<file path="src/rtl/mem_arb_pkg.sv">
// Shared types and default widths for the CPU/DMA single-port RAM arbiter.
package mem_arb_pkg;

  localparam int MEM_AW = 8;
  localparam int MEM_DW = 8;

  typedef enum logic [1:0] {
    IDLE    = 2'd0,
    CPU_OWN = 2'd1,
    DMA_OWN = 2'd2
  } owner_t;

endpackage

</file>
<file path="src/rtl/mem_arbiter_if.sv">
// CPU, DMA and RAM-side signals of the arbiter; slave is the arbiter view,
// master is the surrounding datapath/RAM view.
interface mem_arbiter_if
  import mem_arb_pkg::*;
#(
  parameter int AW = MEM_AW,
  parameter int DW = MEM_DW
);

  logic          CPU_REQ;
  logic          CPU_WE;
  logic [AW-1:0] CPU_ADDR;
  logic [DW-1:0] CPU_WDATA;
  logic          CPU_STALL;
  logic          CPU_RVALID;

  logic          DMA_REQ;
  logic          DMA_WE;
  logic [AW-1:0] DMA_ADDR;
  logic [DW-1:0] DMA_WDATA;
  logic          DMA_LAST;
  logic          DMA_GNT;
  logic          DMA_RVALID;

  logic          RAM_EN;
  logic          RAM_WE;
  logic [AW-1:0] RAM_ADDR;
  logic [DW-1:0] RAM_WDATA;

  logic [1:0]    OWNER;

  modport slave (
    input  CPU_REQ, CPU_WE, CPU_ADDR, CPU_WDATA,
    input  DMA_REQ, DMA_WE, DMA_ADDR, DMA_WDATA, DMA_LAST,
    output CPU_STALL, CPU_RVALID, DMA_GNT, DMA_RVALID,
    output RAM_EN, RAM_WE, RAM_ADDR, RAM_WDATA, OWNER
  );

  modport master (
    output CPU_REQ, CPU_WE, CPU_ADDR, CPU_WDATA,
    output DMA_REQ, DMA_WE, DMA_ADDR, DMA_WDATA, DMA_LAST,
    input  CPU_STALL, CPU_RVALID, DMA_GNT, DMA_RVALID,
    input  RAM_EN, RAM_WE, RAM_ADDR, RAM_WDATA, OWNER
  );

endinterface

</file>
<file path="src/rtl/mem_arb_mux.sv">
// Combinational RAM port selector; zero latency, CPU select takes precedence.
// No backpressure of its own: idle port drives all-zero with RAM_EN low.
module mem_arb_mux #(
  parameter int AW = 8,
  parameter int DW = 8
) (
  input  logic          cpu_sel,
  input  logic          cpu_we,
  input  logic [AW-1:0] cpu_addr,
  input  logic [DW-1:0] cpu_wdata,
  input  logic          dma_sel,
  input  logic          dma_we,
  input  logic [AW-1:0] dma_addr,
  input  logic [DW-1:0] dma_wdata,
  output logic          ram_en,
  output logic          ram_we,
  output logic [AW-1:0] ram_addr,
  output logic [DW-1:0] ram_wdata
);

  always_comb begin
    ram_en    = 1'b0;
    ram_we    = 1'b0;
    ram_addr  = '0;
    ram_wdata = '0;
    if (cpu_sel) begin
      ram_en    = 1'b1;
      ram_we    = cpu_we;
      ram_addr  = cpu_addr;
      ram_wdata = cpu_wdata;
    end else if (dma_sel) begin
      ram_en    = 1'b1;
      ram_we    = dma_we;
      ram_addr  = dma_addr;
      ram_wdata = dma_wdata;
    end
  end

endmodule

</file>
<file path="src/rtl/mem_arbiter.sv">
// CPU-priority RAM arbiter with DMA starvation guard and burst cap.
// CPU served same cycle; DMA beats start one cycle after winning; losers see STALL / no GNT.
module mem_arbiter
  import mem_arb_pkg::*;
#(
  parameter int AW        = MEM_AW,
  parameter int DW        = MEM_DW,
  parameter int BURST_MAX = 8,
  parameter int WAIT_MAX  = 4
) (
  input logic          CLK,
  input logic          RESET_N,
  mem_arbiter_if.slave bus
);

  localparam int WW = $clog2(WAIT_MAX + 1);
  localparam int BW = $clog2(BURST_MAX + 1);
  localparam logic [WW-1:0] WAIT_TOP = WW'(WAIT_MAX);
  localparam logic [BW-1:0] BEAT_TOP = BW'(BURST_MAX - 1);

  owner_t        state_q, state_d;
  logic [WW-1:0] wait_cnt_q, wait_cnt_d;
  logic [BW-1:0] beat_cnt_q, beat_cnt_d;
  logic          cpu_rvalid_q, dma_rvalid_q;
  logic          cpu_serve, dma_serve, dma_gnt;
  logic          cpu_sel, dma_sel;

  always_ff @(posedge CLK or negedge RESET_N) begin
    if (!RESET_N) begin
      state_q      <= IDLE;
      wait_cnt_q   <= '0;
      beat_cnt_q   <= '0;
      cpu_rvalid_q <= 1'b0;
      dma_rvalid_q <= 1'b0;
    end else begin
      state_q      <= state_d;
      wait_cnt_q   <= wait_cnt_d;
      beat_cnt_q   <= beat_cnt_d;
      cpu_rvalid_q <= cpu_serve & ~bus.CPU_WE;
      dma_rvalid_q <= dma_serve & ~bus.DMA_WE;
    end
  end

  always_comb begin
    state_d    = state_q;
    wait_cnt_d = wait_cnt_q;
    beat_cnt_d = beat_cnt_q;
    cpu_serve  = 1'b0;
    dma_serve  = 1'b0;
    dma_gnt    = 1'b0;

    case (state_q)
      DMA_OWN: begin
        dma_gnt = 1'b1;
        if (bus.DMA_REQ) begin
          dma_serve = 1'b1;
          if (bus.DMA_LAST || (beat_cnt_q == BEAT_TOP)) begin
            state_d    = IDLE;
            beat_cnt_d = '0;
          end else begin
            beat_cnt_d = beat_cnt_q + 1'b1;
          end
        end else begin
          state_d    = IDLE;
          beat_cnt_d = '0;
        end
      end
      default: begin
        // A starved DMA (wait_cnt saturated) beats the CPU for one arbitration.
        if (bus.CPU_REQ && !(bus.DMA_REQ && (wait_cnt_q == WAIT_TOP))) begin
          cpu_serve = 1'b1;
          state_d   = CPU_OWN;
        end else if (bus.DMA_REQ) begin
          state_d = DMA_OWN;
        end else begin
          state_d = IDLE;
        end
      end
    endcase

    if ((state_d == DMA_OWN) && (state_q != DMA_OWN)) begin
      wait_cnt_d = '0;
    end else if (bus.DMA_REQ && (state_d != DMA_OWN) && (wait_cnt_q != WAIT_TOP)) begin
      wait_cnt_d = wait_cnt_q + 1'b1;
    end
  end

  // Reset forces the RAM port quiet immediately, even mid-cycle.
  assign cpu_sel        = cpu_serve & RESET_N;
  assign dma_sel        = dma_serve & RESET_N;
  assign bus.DMA_GNT    = dma_gnt & RESET_N;
  assign bus.CPU_STALL  = bus.CPU_REQ & ~cpu_sel;
  assign bus.CPU_RVALID = cpu_rvalid_q;
  assign bus.DMA_RVALID = dma_rvalid_q;
  assign bus.OWNER      = state_q;

  mem_arb_mux #(
    .AW(AW),
    .DW(DW)
  ) u_mux (
    .cpu_sel  (cpu_sel),
    .cpu_we   (bus.CPU_WE),
    .cpu_addr (bus.CPU_ADDR),
    .cpu_wdata(bus.CPU_WDATA),
    .dma_sel  (dma_sel),
    .dma_we   (bus.DMA_WE),
    .dma_addr (bus.DMA_ADDR),
    .dma_wdata(bus.DMA_WDATA),
    .ram_en   (bus.RAM_EN),
    .ram_we   (bus.RAM_WE),
    .ram_addr (bus.RAM_ADDR),
    .ram_wdata(bus.RAM_WDATA)
  );

endmodule

</file>
<file path="src/flat_wrapper.sv">
// flat-port wrapper written by rule: the top's interface ports become plain ports
module mem_arbiter_flat import mem_arb_pkg::*;
#(
  parameter int AW        = MEM_AW,
  parameter int DW        = MEM_DW,
  parameter int BURST_MAX = 8,
  parameter int WAIT_MAX  = 4
)
  (CLK, RESET_N, bus_CPU_REQ, bus_CPU_WE, bus_CPU_ADDR, bus_CPU_WDATA, bus_DMA_REQ, bus_DMA_WE, bus_DMA_ADDR, bus_DMA_WDATA, bus_DMA_LAST, bus_CPU_STALL, bus_CPU_RVALID, bus_DMA_GNT, bus_DMA_RVALID, bus_RAM_EN, bus_RAM_WE, bus_RAM_ADDR, bus_RAM_WDATA, bus_OWNER);
  mem_arbiter_if #(.AW(AW), .DW(DW)) bus_i ();
  input logic CLK;
  input logic RESET_N;
  input wire logic [$bits(bus_i.CPU_REQ)-1:0] bus_CPU_REQ;
  input wire logic [$bits(bus_i.CPU_WE)-1:0] bus_CPU_WE;
  input wire logic [$bits(bus_i.CPU_ADDR)-1:0] bus_CPU_ADDR;
  input wire logic [$bits(bus_i.CPU_WDATA)-1:0] bus_CPU_WDATA;
  input wire logic [$bits(bus_i.DMA_REQ)-1:0] bus_DMA_REQ;
  input wire logic [$bits(bus_i.DMA_WE)-1:0] bus_DMA_WE;
  input wire logic [$bits(bus_i.DMA_ADDR)-1:0] bus_DMA_ADDR;
  input wire logic [$bits(bus_i.DMA_WDATA)-1:0] bus_DMA_WDATA;
  input wire logic [$bits(bus_i.DMA_LAST)-1:0] bus_DMA_LAST;
  output wire logic [$bits(bus_i.CPU_STALL)-1:0] bus_CPU_STALL;
  output wire logic [$bits(bus_i.CPU_RVALID)-1:0] bus_CPU_RVALID;
  output wire logic [$bits(bus_i.DMA_GNT)-1:0] bus_DMA_GNT;
  output wire logic [$bits(bus_i.DMA_RVALID)-1:0] bus_DMA_RVALID;
  output wire logic [$bits(bus_i.RAM_EN)-1:0] bus_RAM_EN;
  output wire logic [$bits(bus_i.RAM_WE)-1:0] bus_RAM_WE;
  output wire logic [$bits(bus_i.RAM_ADDR)-1:0] bus_RAM_ADDR;
  output wire logic [$bits(bus_i.RAM_WDATA)-1:0] bus_RAM_WDATA;
  output wire logic [$bits(bus_i.OWNER)-1:0] bus_OWNER;
  assign bus_i.CPU_REQ = bus_CPU_REQ;
  assign bus_i.CPU_WE = bus_CPU_WE;
  assign bus_i.CPU_ADDR = bus_CPU_ADDR;
  assign bus_i.CPU_WDATA = bus_CPU_WDATA;
  assign bus_i.DMA_REQ = bus_DMA_REQ;
  assign bus_i.DMA_WE = bus_DMA_WE;
  assign bus_i.DMA_ADDR = bus_DMA_ADDR;
  assign bus_i.DMA_WDATA = bus_DMA_WDATA;
  assign bus_i.DMA_LAST = bus_DMA_LAST;
  assign bus_CPU_STALL = bus_i.CPU_STALL;
  assign bus_CPU_RVALID = bus_i.CPU_RVALID;
  assign bus_DMA_GNT = bus_i.DMA_GNT;
  assign bus_DMA_RVALID = bus_i.DMA_RVALID;
  assign bus_RAM_EN = bus_i.RAM_EN;
  assign bus_RAM_WE = bus_i.RAM_WE;
  assign bus_RAM_ADDR = bus_i.RAM_ADDR;
  assign bus_RAM_WDATA = bus_i.RAM_WDATA;
  assign bus_OWNER = bus_i.OWNER;
  mem_arbiter #(.AW(AW), .DW(DW), .BURST_MAX(BURST_MAX), .WAIT_MAX(WAIT_MAX)) u_core (.CLK(CLK), .RESET_N(RESET_N), .bus(bus_i));
endmodule
</file>
<file path="config.mk">
export PLATFORM = sky130hd
export DESIGN_NAME = mem_arbiter_flat
export DESIGN_NICKNAME = d
export VERILOG_FILES = /design/src/rtl/mem_arb_pkg.sv /design/src/rtl/mem_arbiter_if.sv /design/src/rtl/mem_arb_mux.sv /design/src/rtl/mem_arbiter.sv /design/src/flat_wrapper.sv
export SDC_FILE = /design/constraint.sdc
export NUM_CORES = 1
export LEC_CHECK = 0
export ABC_AREA = 1
export BUFFER_PORTS_ARGS = -buffer_cell sky130_fd_sc_hd__buf_2
export CAP_MARGIN = 20
export CORE_ASPECT_RATIO = 0.9
export CORE_MARGIN = 2
export CORE_UTILIZATION = 44
export DETAILED_ROUTE_END_ITERATION = 7
export PLACE_DENSITY = 0.84
export SYNTH_ARGS = -nofsm -noshare
export SYNTH_HDL_FRONTEND = slang
export SYNTH_SLANG_ARGS = --single-unit
</file>
<file path="constraint.sdc">
create_clock -name CLK -period 2.4 [get_ports CLK]
set_input_delay 0.36 -clock CLK [delete_from_list [all_inputs] [get_ports CLK]]
set_output_delay 0.36 -clock CLK [all_outputs]
set_load 0.1 [all_outputs]
</file>
==> results of run 1 <==
[logic make-up (layout without fill, tap and decap cells)]
logic type / count (synthesis) / count (layout) / synth area share, %
simple gates: 79 / 79 / 45.9
buf+inv: 17 / 82 / 11.7
flops: 11 / 11 / 29.8
compound gates: 8 / 8 / 5.69
fa+ha+maj: 3 / 3 / 4.07
xor+xnor: 3 / 3 / 2.85
[state kept, by name (all words and copies together) (netlist names)]
name                   count
u_core.beat_cnt_q          4
u_core.wait_cnt_q          3
u_core.bus.OWNER           2
u_core.bus.CPU_RVALID      1
u_core.bus.DMA_RVALID      1
[power groups by stage]
stage               Clock (uW)  Sequential [uW]  Combinational, uW
global route               139              271                607
CTS                        130              265                554
global placement             0              265                539
detailed placement           0              269                551
finish                     124              266                566
floorplan                    0              318                403
[repair_timing]
action	4_1_cts	5_1_grt
endpoints found under the setup margin	0	17
hold buffers	1	0
resized for setup	0	21
endpoints found under the hold margin	2	0
[worst max path at each step]
stage	endpoint	slack [ns]	cells past startpoint
after floorplan	bus_RAM_EN	0.12	5
after CTS	bus_RAM_WDATA[7]	0.008	10
after global placement	bus_RAM_WDATA[1]	0.37	10
after global routing	bus_RAM_WDATA[3]	-0.0002	10
final	bus_RAM_WDATA[1]	0.12	10
after detailed placement	bus_RAM_WDATA[0]	0.31	10
[cell type report]
class                   count  share of cell area (%)
clock buffers               4                    1.96
flip-flops and latches     11                    20.7
inverters                  13                    4.38
repair buffers             65                    28.1
well taps                  25                    2.33
multi-input cells          93                    42.6
[cell usage in the layout (no fill, tap or decap), drive strengths merged]
master       Yosys  final
nor3             1      1
nand2           47     47
dlygate4sd3      0      1
inv             13     13
buf              2     51
xor2             2      2
xnor2            1      1
nand3           24     24
dfrtp           11     11
nand4            1      1
clkbuf           2     17
ha               3      3
nor2             6      6
o22ai            1      1
o21ai            5      5
a21oi            2      2
[per-stage QoR]
step / worst slack [ns] / area [um2] / instances / util (%) / hold slack (ns)
2_1_floorplan: 0.118 / 957 / 121 / - / 0.0644
3_3_place_gp: 0.372 / 1260 / 206 / 64.8 / 0.231
3_5_place_dp: 0.312 / 1260 / 206 / 64.8 / 0.234
4_1_cts: 0.00763 / 1300 / 211 / 66.7 / 0.251
5_1_grt: -0.000204 / 1340 / 211 / 68.8 / 0.239
6_report: 0.121 / 1340 / 211 / 68.8 / 0.256
[worst max-delay path: cells and delay by family (launching register included)]
family                     cells  cell delay [ns]
and+or+nand+nor                5             0.44
DFF                            1             0.37
AOI/OAI and AO/OA              1             0.06
adders and majority gates      1             0.22
buffers and inverters          3             0.56
[layer usage]
layer  GRT usage [%]  part of all wire [%]  vias up
li1                -                     -      520
met1            20.9                    37      463
met2            39.0                    55       40
met3            6.56                   7.6        0
met4            3.59                     0        0
met5               0                     0        -
==> run_results.csv, run 1 <==
group,metric,value,unit
detailed_routing,dr_total_vias,1023,
yosys,ys_ff_latch,11,
finish,area_growth,45.5,%
detailed_routing,routed_wl,2580,um
power_and_ir_drop,vdd_drop_max,490,uV
timing,max_freq,439,MHz
floorplan,coreArea,1950,um2
timing,min_period_over_period,95.0,%
yosys,ys_top_cells_by_count,"nand2_1, nand3_1, nand2_2",
yosys,yosysTopAreaCellShare,29.8,%
setup_path,cp_data_arrival_time,1.92,ns
setup_path,cp-start-kind,"register",
power_and_ir_drop,power.total,956,uW
yosys,ys_async_sr_fraction,100,%
clocking,cts_setup_buffers,0,
setup_path,crit_required,2.04,ns
setup_path,critPathMaxFanout,18,
detailed_routing,dr.first_iter.drc_count,12,
floorplan,die_w,52.3,um
finish,num_antenna_cells,0,
detailed_routing,drc,0,
finish,regArea,278,um2
setup_path,rr_endpoint,"u_core.wait_cnt_q[1]$_DFFE_PN0P_",
clocking,cts_sinks,11,
setup_path,worst_path_max_delay_cell,"dfrtp_1",
setup_path,rr_worst_depth,8,
yosys,synth.area.top_cells,"dfrtp_1, nand2_2, nand3_1",
min_path,hold_path_class,"in -> reg",
global_route,grt_pass1_wl,3620,um
yosys,yosysMostFrequentCell,"nand2_1",
floorplan,die_height,47.5,um
finish,nFillCells,166,
yosys,syn-num-nets,163,
clocking,clk_path_buf_depth,2,
setup_path,cpPeakStageDelay,0.37,ns
detailed_routing,wl_per_cell,12.2,um
timing,hold_viol,0,
timing,fin_crit,2.28,ns
setup_path,end_kind,"primary output",
clocking,cts_made_buffers,3,
yosys,synth_warnings,0,
place,dp_hpwl,2000,um
yosys,postSynthCellCount,121,
status,status,"finished, final reports clean",
detailed_routing,viasPerCell,4.85,
yosys,synth_edf_count,0,
global_route,grt_antenna_before_repair,0,
min_path,min_to,"u_core.bus.DMA_RVALID$_DFF_PN0_",
timing,setup_viol,0,
timing,slew_headroom,67.3,%
setup_path,critPathLaunch,"u_core.wait_cnt_q[0]$_DFFE_PN0P_",
setup_path,worstPathCellList,"inv_1 -> ha_1 -> nand2_2 -> o21ai_4 -> nor2_4 -> nand2_4 -> inv_6 -> nand2_1 -> nand2_2 -> clkbuf_4",
power_and_ir_drop,switching_share,55.0,%
power_and_ir_drop,p_leak,0.000768,uW
setup_path,reg2reg_slack,0.96,ns
global_route,grt_usage,19.7,%
power_and_ir_drop,intPower,430,uW
setup_path,crit_type,"reg -> out",
floorplan,die_area,2480,um2
power_and_ir_drop,seq_power_share,27.8,%
setup_path,timing.rr.start,"u_core.bus.OWNER[0]$_DFF_PN0_",
min_path,holdCritStartpoint,"bus_DMA_WE",
clocking,clk_latency,0.27,ns
global_route,grt_pass1_vias,914,
power_and_ir_drop,pwr-share-clk,13.0,%
global_route,grt-ovfl-total,0,
timing,tightest_slew,0.494,ns
yosys,avgSynthCellArea,7.63,um2
floorplan,row_count,15,
timing,clock_skew,0.00255,ns
clocking,clk_pin_slew,0.07,ns
finish,drive_above_1_share,58.1,%
yosys,seq_area_frac_synth,29.8,%
power_and_ir_drop,p_switching,526,uW
place,numPortBuffers,62,
clocking,htreeDepth,1,
yosys,yosys.area.top_type,"dfrtp_1",
place,gp_congestion,0.691,
timing,final.setup.tns,0,ns
floorplan,start_util,47.3,%
yosys,netlist_area,923,um2
finish,multi_input_area,572,um2
power_and_ir_drop,p_comb_share,59.2,%
global_route,grt_max_degree,20,
yosys,synthFlopType,"dfrtp_1",
timing,finalMaxSlewViolations,0,
power_and_ir_drop,p_per_area,711,nW/um2
clocking,cts_tree,"yes",
clocking,root_buffer,"clkbuf_4",
detailed_routing,drtPass1Iterations,4,
finish,nets,229,
setup_path,cpMostUsedCell,"nand2_2",
min_path,whs_path_depth,2,
run,maxCapViolCount,0,
detailed_routing,postRouteAntennaNets,0,
floorplan,ios,63,
yosys,synth_cell_types,26,
No activity file was read; power rests on OpenSTA's default activity.
==> run 2, diff against run 1 <==
==> constraint.sdc (replaced) <==
create_clock -name CLK -period 2.4 [get_ports CLK]
set_input_delay 0.24 -clock CLK [delete_from_list [all_inputs] [get_ports CLK]]
set_output_delay 0.24 -clock CLK [all_outputs]
set_load 0.1 [all_outputs]
==> run 2 against run 1 <==
Routed wire length is 2.2% higher. Register-to-register slack worse by 0.02 ns. First-iteration DRC count is 50% higher. Flip-flop and latch count stayed put. Critical path depth stayed put. Sequential share of layout area is 0.65 points higher. Clock power hardly changed. Global-route usage is 0.33 points higher. Die area stayed put. Worst hold slack worse by 0.10 ns. Count of clock-buffer cells in the layout stayed put. Critical endpoint is now bus_RAM_WDATA[3].
==> run_results.csv, run 2 (synthesized netlist as in run 1, its figures left out) <==
group,metric,value,unit
min_path,min_to,"u_core.bus.DMA_RVALID$_DFF_PN0_",
setup_path,timing.rr.start,"u_core.bus.OWNER[0]$_DFF_PN0_",
global_route,grt_pass1_wl,3700,um
finish,nets,228,
min_path,hold_path_class,"in -> reg",
power_and_ir_drop,p_switching,527,uW
setup_path,reg2reg_slack,0.94,ns
setup_path,end_kind,"primary output",
clocking,cts_tree,"yes",
floorplan,die_height,47.5,um
finish,layout_common_cells,"buf_2, nand2_2, nand3_1",
floorplan,row_count,15,
clocking,clk_latency,0.27,ns
floorplan,die_w,52.3,um
clocking,cts_made_buffers,3,
global_route,grt_usage,20.0,%
detailed_routing,dr_total_vias,1040,
finish,final_cell_count_no_fill,210,
timing,fin_crit,2.29,ns
finish,nFillCells,181,
global_route,grt_antenna_before_repair,0,
detailed_routing,postRouteAntennaNets,0,
timing,slew_headroom,66.9,%
setup_path,critical_path_buf_inv_count,3,
timing,finalMaxSlewViolations,0,
floorplan,coreArea,1950,um2
finish,num_antenna_cells,0,
clocking,cts_sinks,11,
setup_path,cpMostUsedCell,"nand2_2",
floorplan,start_util,47.3,%
setup_path,worstPathCellList,"inv_1 -> ha_1 -> nand2_2 -> o21ai_4 -> nor2_4 -> nand2_4 -> inv_6 -> nand2_1 -> nand2_2 -> buf_2",
clocking,cts_setup_buffers,0,
timing,tightest_slew,0.500,ns
detailed_routing,routed_wl,2640,um
setup_path,cp-start-kind,"register",
floorplan,ios,63,
timing,setup_viol,0,
setup_path,cpLargestDelayFamily,"buffers and inverters",
detailed_routing,drtPass1Iterations,4,
timing,min_period_over_period,95.5,%
finish,area_growth,39.8,%
power_and_ir_drop,p_comb_share,58.7,%
place,dpl_cell_area,1250,um2
detailed_routing,wl_per_cell,12.6,um
finish,regMostFlops,"u_core.beat_cnt_q",
setup_path,crit_type,"reg -> out",
power_and_ir_drop,seq_power_share,28.1,%
power_and_ir_drop,intPower,416,uW
power_and_ir_drop,vdd_drop_max,765,uV
setup_path,critPathMaxFanout,18,
timing,hold_viol,0,
clocking,htreeDepth,1,
timing,max_freq,436,MHz
clocking,clk_pin_slew,0.07,ns
timing,rsz0062_at_grt,"no",
min_path,whs_path_depth,2,
detailed_routing,drc,0,
min_path,holdCritStartpoint,"bus_DMA_WE",
floorplan,die_area,2480,um2
setup_path,cp_data_arrival_time,2.05,ns
finish,layout_commonest_cell,"buf_2",
place,gp_congestion,0.716,
clocking,cts_resized,0,
finish,largest_register_ffs,4,
detailed_routing,viasPerCell,4.95,
global_route,grt_pass1_vias,879,
power_and_ir_drop,switching_share,55.9,%
run,maxCapViolCount,0,
finish,finalInstanceArea,1290,um2
status,status,"finished, final reports clean",
finish,final_util,66.2,%
clocking,root_buffer,"clkbuf_4",
clocking,hold_buffers,1,
place,numPortBuffers,62,
setup_path,rr_endpoint,"u_core.wait_cnt_q[1]$_DFFE_PN0P_",
setup_path,worst_path_max_delay_cell,"buf_2",
setup_path,crit_required,2.16,ns
place,dp_hpwl,2090,um
clocking,clk_path_buf_depth,2,
place,dpl.cell_count,205,
global_route,grt-ovfl-total,0,
setup_path,cpPeakStageDelay,0.42,ns
power_and_ir_drop,p_leak,0.000771,uW
global_route,grt_max_degree,23,
finish,drive_above_1_share,56.8,%
detailed_routing,dr.first_iter.drc_count,18,
power_and_ir_drop,pwr-share-clk,13.2,%
timing,clock_skew,0.00439,ns
setup_path,rr_worst_depth,8,
power_and_ir_drop,p_per_area,730,nW/um2
-- run 2: cell types whose count changed in the layout (fill, tap and decap cells not counted) --
cell      delta
buf_2       +17
buf_4        -5
clkbuf_4    -13
dfrtp_1      +2
dfrtp_2      -2
-- run 2: final cells by class --
cell class / instances / area [um2] / share of cell area, %
clock buffer: 4 / 26.3 / 2.03
inverter: 13 / 58.8 / 4.55
multi-input combinational: 93 / 572 / 44.3
sequential: 11 / 275 / 21.3
tap: 25 / 31.3 / 2.42
timing repair buffer: 64 / 328 / 25.4
-- run 2: worst max path at each step --
stage	from	endpoint	depth (start not counted)
after floorplan	u_core.bus.OWNER[1]$_DFF_PN0_	bus_RAM_EN	4
after global placement	u_core.wait_cnt_q[0]$_DFFE_PN0P_	bus_RAM_WDATA[7]	10
after detailed placement	u_core.wait_cnt_q[0]$_DFFE_PN0P_	bus_RAM_WDATA[3]	10
after CTS	u_core.wait_cnt_q[0]$_DFFE_PN0P_	bus_RAM_WDATA[3]	10
after global routing	u_core.wait_cnt_q[0]$_DFFE_PN0P_	bus_RAM_WDATA[4]	10
final	u_core.wait_cnt_q[0]$_DFFE_PN0P_	bus_RAM_WDATA[3]	10
-- run 2: power groups by stage --
stage | registers, uW | logic (uW) | clock network (uW)
final | 265 | 553 | 124
after CTS | 264 | 554 | 127
after global placement | 264 | 538 | 0
after floorplan | 317 | 403 | 0
after global routing | 268 | 588 | 136
after detailed placement | 267 | 553 | 0
-- run 2: stage by stage --
step	setup TNS, ns	power [uW]	setup WS [ns]	hold slack (ns)
4_1_cts	0	946	0.102	0.143
2_1_floorplan	-0.0786	720	-0.0786	-0.0556
3_5_place_dp	0	821	0.396	0.193
3_3_place_gp	0	803	0.484	0.184
6_report	0	943	0.108	0.155
5_1_grt	0	992	0.0119	0.133
-- run 2: routing by layer --
metal / vias up / track usage [%] / routed length, um
li1: 513 / - / -
met1: 496 / 23.2 / 1030
met2: 31 / 38.3 / 1420
met3: 0 / 5.94 / 183
met4: 0 / 2.56 / 0
met5: - / 0 / 0
